## src/rtl/hidden_backprop.sv

```systemverilog
// hidden_backprop: backward pass for the 3-neuron, 2-input hidden layer.
// Derives the hidden deltas and the wa/wb/bias gradients from the output-layer delta.
// A single time-shared signed fixed-point multiplier runs under a start/done FSM.
// Per neuron k the multiplier performs six steps: p, q, d, g, g*A and g*B.
// Optional feature macro BACKPROP_SAT_EN makes every multiply saturate.
// Without the macro, the shifted product wraps to DWIDTH bits.
//
// state | meaning
// IDLE  | waiting for start; operands are latched on start
// CALC  | 18 multiply steps (k = 0..2, step = 0..5)
// DONE  | results published; done pulses in the following cycle
module hidden_backprop #(
  parameter int DWIDTH = 32,
  parameter int frac   = 24
) (
  input  logic              clk,
  input  logic              rst,
  input  logic              start,
  input  logic [DWIDTH-1:0] A,
  input  logic [DWIDTH-1:0] B,
  input  logic [DWIDTH-1:0] h1,
  input  logic [DWIDTH-1:0] h2,
  input  logic [DWIDTH-1:0] h3,
  input  logic [DWIDTH-1:0] wo1,
  input  logic [DWIDTH-1:0] wo2,
  input  logic [DWIDTH-1:0] wo3,
  input  logic [DWIDTH-1:0] delta_o,
  input  logic [DWIDTH-1:0] lr,
  output logic              busy,
  output logic              done,
  output logic [DWIDTH-1:0] dwa1,
  output logic [DWIDTH-1:0] dwa2,
  output logic [DWIDTH-1:0] dwa3,
  output logic [DWIDTH-1:0] dwb1,
  output logic [DWIDTH-1:0] dwb2,
  output logic [DWIDTH-1:0] dwb3,
  output logic [DWIDTH-1:0] dbias1,
  output logic [DWIDTH-1:0] dbias2,
  output logic [DWIDTH-1:0] dbias3
);

  localparam logic signed [DWIDTH-1:0] ONE = {{(DWIDTH-1){1'b0}}, 1'b1} << frac;

  typedef enum logic [1:0] {
    IDLE = 2'd0,
    CALC = 2'd1,
    DONE = 2'd2
  } state_t;

  state_t      state_q, state_d;
  logic [1:0]  k_q, k_d;
  logic [2:0]  step_q, step_d;
  logic        done_q;
  logic        last_step;

  logic signed [DWIDTH-1:0] a_q, b_q, delta_q, lr_q;
  logic signed [DWIDTH-1:0] h_q [3];
  logic signed [DWIDTH-1:0] wo_q [3];
  logic signed [DWIDTH-1:0] p_q, q_q, d_q, g_q;
  logic signed [DWIDTH-1:0] ga_q [3];
  logic signed [DWIDTH-1:0] gb_q [3];
  logic signed [DWIDTH-1:0] gbias_q [3];
  logic [DWIDTH-1:0] out_a_q [3];
  logic [DWIDTH-1:0] out_b_q [3];
  logic [DWIDTH-1:0] out_bias_q [3];

  logic signed [DWIDTH-1:0]   h_sel, wo_sel, op_a, op_b, mul_res;
  logic signed [2*DWIDTH-1:0] prod_full;
  logic                       unused_bits;

  // Operand selection for the shared multiplier, driven by the current neuron/step.
  always_comb begin
    h_sel  = '0;
    wo_sel = '0;
    op_a   = '0;
    op_b   = '0;
    case (k_q)
      2'd0:    begin h_sel = h_q[0]; wo_sel = wo_q[0]; end
      2'd1:    begin h_sel = h_q[1]; wo_sel = wo_q[1]; end
      2'd2:    begin h_sel = h_q[2]; wo_sel = wo_q[2]; end
      default: begin h_sel = '0;     wo_sel = '0;     end
    endcase
    case (step_q)
      3'd0:    begin op_a = h_sel;   op_b = ONE - h_sel; end
      3'd1:    begin op_a = delta_q; op_b = wo_sel;      end
      3'd2:    begin op_a = p_q;     op_b = q_q;         end
      3'd3:    begin op_a = lr_q;    op_b = d_q;         end
      3'd4:    begin op_a = g_q;     op_b = a_q;         end
      3'd5:    begin op_a = g_q;     op_b = b_q;         end
      default: begin op_a = '0;      op_b = '0;          end
    endcase
  end

  assign prod_full = (2*DWIDTH)'(op_a) * (2*DWIDTH)'(op_b);

`ifdef BACKPROP_SAT_EN
  logic fits;
  // Shifted product fits when every bit above the result's sign bit equals that sign bit.
  always_comb begin
    fits = (&prod_full[2*DWIDTH-1:frac+DWIDTH-1]) | ~(|prod_full[2*DWIDTH-1:frac+DWIDTH-1]);
    if (fits)
      mul_res = prod_full[frac +: DWIDTH];
    else if (prod_full[2*DWIDTH-1])
      mul_res = {1'b1, {(DWIDTH-1){1'b0}}};
    else
      mul_res = {1'b0, {(DWIDTH-1){1'b1}}};
  end
  assign unused_bits = ^prod_full[frac-1:0];
`else
  // Arithmetic shift right by frac then keep the low DWIDTH bits (wraps on overflow).
  assign mul_res     = prod_full[frac +: DWIDTH];
  assign unused_bits = ^{prod_full[frac-1:0], prod_full[2*DWIDTH-1:frac+DWIDTH]};
`endif

  assign last_step = (state_q == CALC) && (k_q == 2'd2) && (step_q == 3'd5);

  // Next-state logic for the FSM and the neuron/step sequencer.
  always_comb begin
    state_d = state_q;
    k_d     = k_q;
    step_d  = step_q;
    case (state_q)
      IDLE: begin
        if (start) begin
          state_d = CALC;
          k_d     = 2'd0;
          step_d  = 3'd0;
        end
      end
      CALC: begin
        if (last_step) begin
          state_d = DONE;
        end else if (step_q == 3'd5) begin
          step_d = 3'd0;
          k_d    = k_q + 2'd1;
        end else begin
          step_d = step_q + 3'd1;
        end
      end
      DONE:    state_d = IDLE;
      default: state_d = IDLE;
    endcase
  end

  // FSM state, sequencer and the registered done pulse.
  always_ff @(posedge clk or negedge rst) begin
    if (!rst) begin
      state_q <= IDLE;
      k_q     <= '0;
      step_q  <= '0;
      done_q  <= 1'b0;
    end else begin
      state_q <= state_d;
      k_q     <= k_d;
      step_q  <= step_d;
      done_q  <= (state_q == DONE);
    end
  end

  // Operand latch, per-step multiply results, shadow gradients and published outputs.
  always_ff @(posedge clk or negedge rst) begin
    if (!rst) begin
      a_q     <= '0;
      b_q     <= '0;
      delta_q <= '0;
      lr_q    <= '0;
      p_q     <= '0;
      q_q     <= '0;
      d_q     <= '0;
      g_q     <= '0;
      for (int i = 0; i < 3; i++) begin
        h_q[i]        <= '0;
        wo_q[i]       <= '0;
        ga_q[i]       <= '0;
        gb_q[i]       <= '0;
        gbias_q[i]    <= '0;
        out_a_q[i]    <= '0;
        out_b_q[i]    <= '0;
        out_bias_q[i] <= '0;
      end
    end else if (state_q == IDLE) begin
      if (start) begin
        a_q     <= A;
        b_q     <= B;
        delta_q <= delta_o;
        lr_q    <= lr;
        h_q[0]  <= h1;
        h_q[1]  <= h2;
        h_q[2]  <= h3;
        wo_q[0] <= wo1;
        wo_q[1] <= wo2;
        wo_q[2] <= wo3;
      end
    end else if (state_q == CALC) begin
      case (step_q)
        3'd0: p_q <= mul_res;
        3'd1: q_q <= mul_res;
        3'd2: d_q <= mul_res;
        3'd3: begin
          g_q          <= mul_res;
          gbias_q[k_q] <= mul_res;
        end
        3'd4: ga_q[k_q] <= mul_res;
        3'd5: gb_q[k_q] <= mul_res;
        default: ;
      endcase
      // The final g*B lands on the same edge as the publish, so it bypasses its shadow.
      if (last_step) begin
        for (int i = 0; i < 3; i++) begin
          out_a_q[i]    <= ga_q[i];
          out_bias_q[i] <= gbias_q[i];
        end
        out_b_q[0] <= gb_q[0];
        out_b_q[1] <= gb_q[1];
        out_b_q[2] <= mul_res;
      end
    end
  end

  assign busy   = (state_q == CALC);
  assign done   = done_q;
  assign dwa1   = out_a_q[0];
  assign dwa2   = out_a_q[1];
  assign dwa3   = out_a_q[2];
  assign dwb1   = out_b_q[0];
  assign dwb2   = out_b_q[1];
  assign dwb3   = out_b_q[2];
  assign dbias1 = out_bias_q[0];
  assign dbias2 = out_bias_q[1];
  assign dbias3 = out_bias_q[2];

endmodule

```

## config.mk

```make
export PLATFORM = sky130hd
export DESIGN_NAME = hidden_backprop
export DESIGN_NICKNAME = d
export VERILOG_FILES = /design/src/rtl/hidden_backprop.sv
export SDC_FILE = /design/constraint.sdc
export NUM_CORES = 2
export LEC_CHECK = 0
export BUFFER_PORTS_ARGS = -buffer_cell sky130_fd_sc_hd__buf_4
export CAP_MARGIN = 0
export CORE_MARGIN = 1
export CORE_UTILIZATION = 37
export DETAILED_ROUTE_END_ITERATION = 8
export GPL_ROUTABILITY_DRIVEN = 0
export GPL_TIMING_DRIVEN = 0
export SLEW_MARGIN = 10
export SYNTH_ARGS = -nofsm -noshare
export SYNTH_HDL_FRONTEND = slang
export SYNTH_SLANG_ARGS = --single-unit
```

## constraint.sdc

```tcl
create_clock -name clk -period 26.2 [get_ports clk]
set_clock_uncertainty 0.1 [all_clocks]
set_input_delay 1.31 -clock clk [delete_from_list [all_inputs] [get_ports clk]]
set_output_delay 1.31 -clock clk [all_outputs]
set_load 0.01 [all_outputs]
```

==> impl_metrics.toml <==
[timing]
setup_viol_count_final = 0
fin_tns_setup_ns = 0
drv_slew = 5
slew_headroom_pct = -3.53
max_freq_mhz = 58.0
period_needed_ns = 17.24
period_share_pct = 65.8
rsz0062_at_grt = "false"
hold_viol = 0
worst_pin_slew_ns = 1.55

[setup_path]
start_kind = "register"
cp.arrival_ns = 17.71
path_class = "register to register"
slowest_stage = "clkbuf_1"
critPathTopFamily = "buffers and inverters"
crit_path_end_kind = "register"
cp_max_fo = 10
worstSetupStartpoint = "step_q[0]"
required_ns = 26.67
path_buf_inv = 15
max_stage_delay_ns = 1.03
timing.rr.start = "step_q[0]"

[logic_synthesis]
synth_area_sq_mm = 0.0723
synth_area_leaders = "dfrtp_1 35%, fa_1 27%, nand2_1 10%"
yosysMostFrequentCell = "nand2_1"
yosysTopAreaCellShare_pct = 34.6
synthArstFlopShare_pct = 100
synthesis.nets = 8835
yosys_warnings = 0
synth_common_cells = "2009 x nand2_1, 1004 x inv_1, 1000 x dfrtp_1"
synth_cell_types = 83
yosys.area.top_type = "dfrtp_1"
synth-edff-count = 0
syn-mean-instance-area_sq_um = 9.84
ys_ff_latch = 1000
synth_flop_cell = "dfrtp_1"
ys_seq_area_share_pct = 34.6
synth_cells = 7353

[detailed_routing]
drt-pass1-iter-count = 9
ant_nets = 0
route.detailed.drc = 2
drtIter0Drc = 7094
vias = 59800
wl_per_cell_microns = 27.9
vias_per_cell = 5.55
wl_mm = 301

[global_routing]
antenna_found_initial = 47
grtUsageTotal_pct = 30.3
grt_use_met3_pct = 11.8
grt_pass1_wl_mm = 427
grtUsageMet2_pct = 45.4
grt_max_degree = 167
overflow = 0
grt_pass1_vias = 60700
top_usage_layer = "met2"
grt_use_met1_pct = 36.4

[clock_network]
clkTransAtPathRegs_ns = 0.06
insertion_delay_ns = 0.77
cts_tree = "done"
cts_buffers = 106
numClockSinks = 1000
clock_path_buffers = 3
hold_buffers = 0
cts.root.buffer_cell = "clkbuf_16"
ctsResizeCount = 0
cts_setup_buffers = 0
htreeDepth = 3

[finish]
area_delta_synth_final_pct = 16.7
layout.nets = 9603
final_cell_area_sq_mm = 0.0844
final_layout_size_suffix_gt1_share_pct = 15.0

[die]
rows = 161
core_area_sq_mm = 0.193
die-area_sq_mm = 0.197
io_pins = 613
die_height_microns = 444
start_util_pct = 37.4
die-width_microns = 444

[run_status]
status = "complete, but fails checks"
violations = "design-rule violations, max-capacitance violations, max-slew violations"

[place]
placed_cell_area_sq_mm = 0.0807
port_buffers = 612
dp_hpwl_mm = 240

[run]
cap_violations = 1

[worst_hold_path]
min-delay-path-class = "register to register"
worstHoldStart = "gbias_q[31]"
## registers in the layout, summed over array words and instances, names as in the netlist, 64 cells and up
| signal | cells |
|---|---|
| ga_q | 96 |
| gbias_q | 96 |
| h_q | 96 |
| wo_q | 96 |
| gb_q | 64 |
## path summary, 6_finish.rpt
kind                            cells past startpoint          to  slack (ns)
worst max register to register                     38     q_q[30]        8.96
min in group asynchronous                           1    dwa1[23]        0.35
worst min register to register                      2  dbias3[31]        0.34
max in group asynchronous                           3  dbias1[11]       23.80
worst min-delay path                                2  dbias3[31]        0.34
worst max-delay path                               38     q_q[30]        8.96
## stage by stage
stage | hold WS [ns] | instances | worst slack (ns) | util [%]
final | 0.341 | 10800 | 8.96 | 43.6
after global routing | 0.378 | 10800 | 8.84 | 43.6
after CTS | 0.351 | 10700 | 9.64 | 43.6
after detailed placement | 0.349 | 10500 | 9.66 | 41.8
after global placement | 0.345 | 10500 | 8.41 | 41.4
after floorplan | 0.327 | 7353 | 15.66 | -
## cells by family after synthesis
| family | share of synthesized area [%] |
|---|---|
| muxes | 5.14 |
| buffers and inverters | 7.67 |
| adders and majority gates | 30.2 |
| AOI/OAI and AO/OA | 7.81 |
| xor gates and xnor gates | 0.882 |
| DFF | 34.6 |
| and+or+nand+nor | 13.7 |
## layout by cell type (no fill, tap or decap), types with 27 or more instances in the layout
master	instances
nor2_1	196
ha_1	177
and2_1	95
mux2_2	326
clkbuf_1	458
dfrtp_1	1000
a22oi_1	33
inv_1	1004
fa_1	982
a222oi_1	97
nor2b_1	27
a21oi_1	80
xnor2_1	39
a21o_1	55
o21ai_0	416
buf_4	624
nand2_1	2009
o31ai_1	30
diode_2	37
clkbuf_16	107
## worst register-to-register path: cells and delay by family, from the launching register on
| kind | cells | cell delay (ns) |
|---|---|---|
| buffers and inverters | 15 | 6.18 |
| adders and majority gates | 10 | 4.93 |
| AOI/OAI and AO/OA | 8 | 3.69 |
| and+or+nand+nor | 4 | 1.07 |
| xor gates and xnor gates | 1 | 0.70 |
| DFF | 1 | 0.37 |
## metal layers
| layer | part of all wire, % | up-vias |
|---|---|---|
| met1 | 37 | 30500 |
| li1 | - | 24500 |
| met4 | 7.1 | 18 |
| met5 | 0.16 | - |
| met3 | 12 | 935 |
| met2 | 44 | 3756 |
## cell type report
type	count	area, sq um
fillers	18800	109000
multi-input cells	4880	41900
flip-flops and latches	1000	25000
repair buffers	660	5140
inverters	1005	3770
well taps	2526	3160
clock buffers	159	3120
plain buffers	468	1790
clock inverters	36	397
diodes	37	92.6
Power is left out: the tool's default activity adds up to more than one toggle a clock period on the data nets, which glitch-free logic cannot reach.
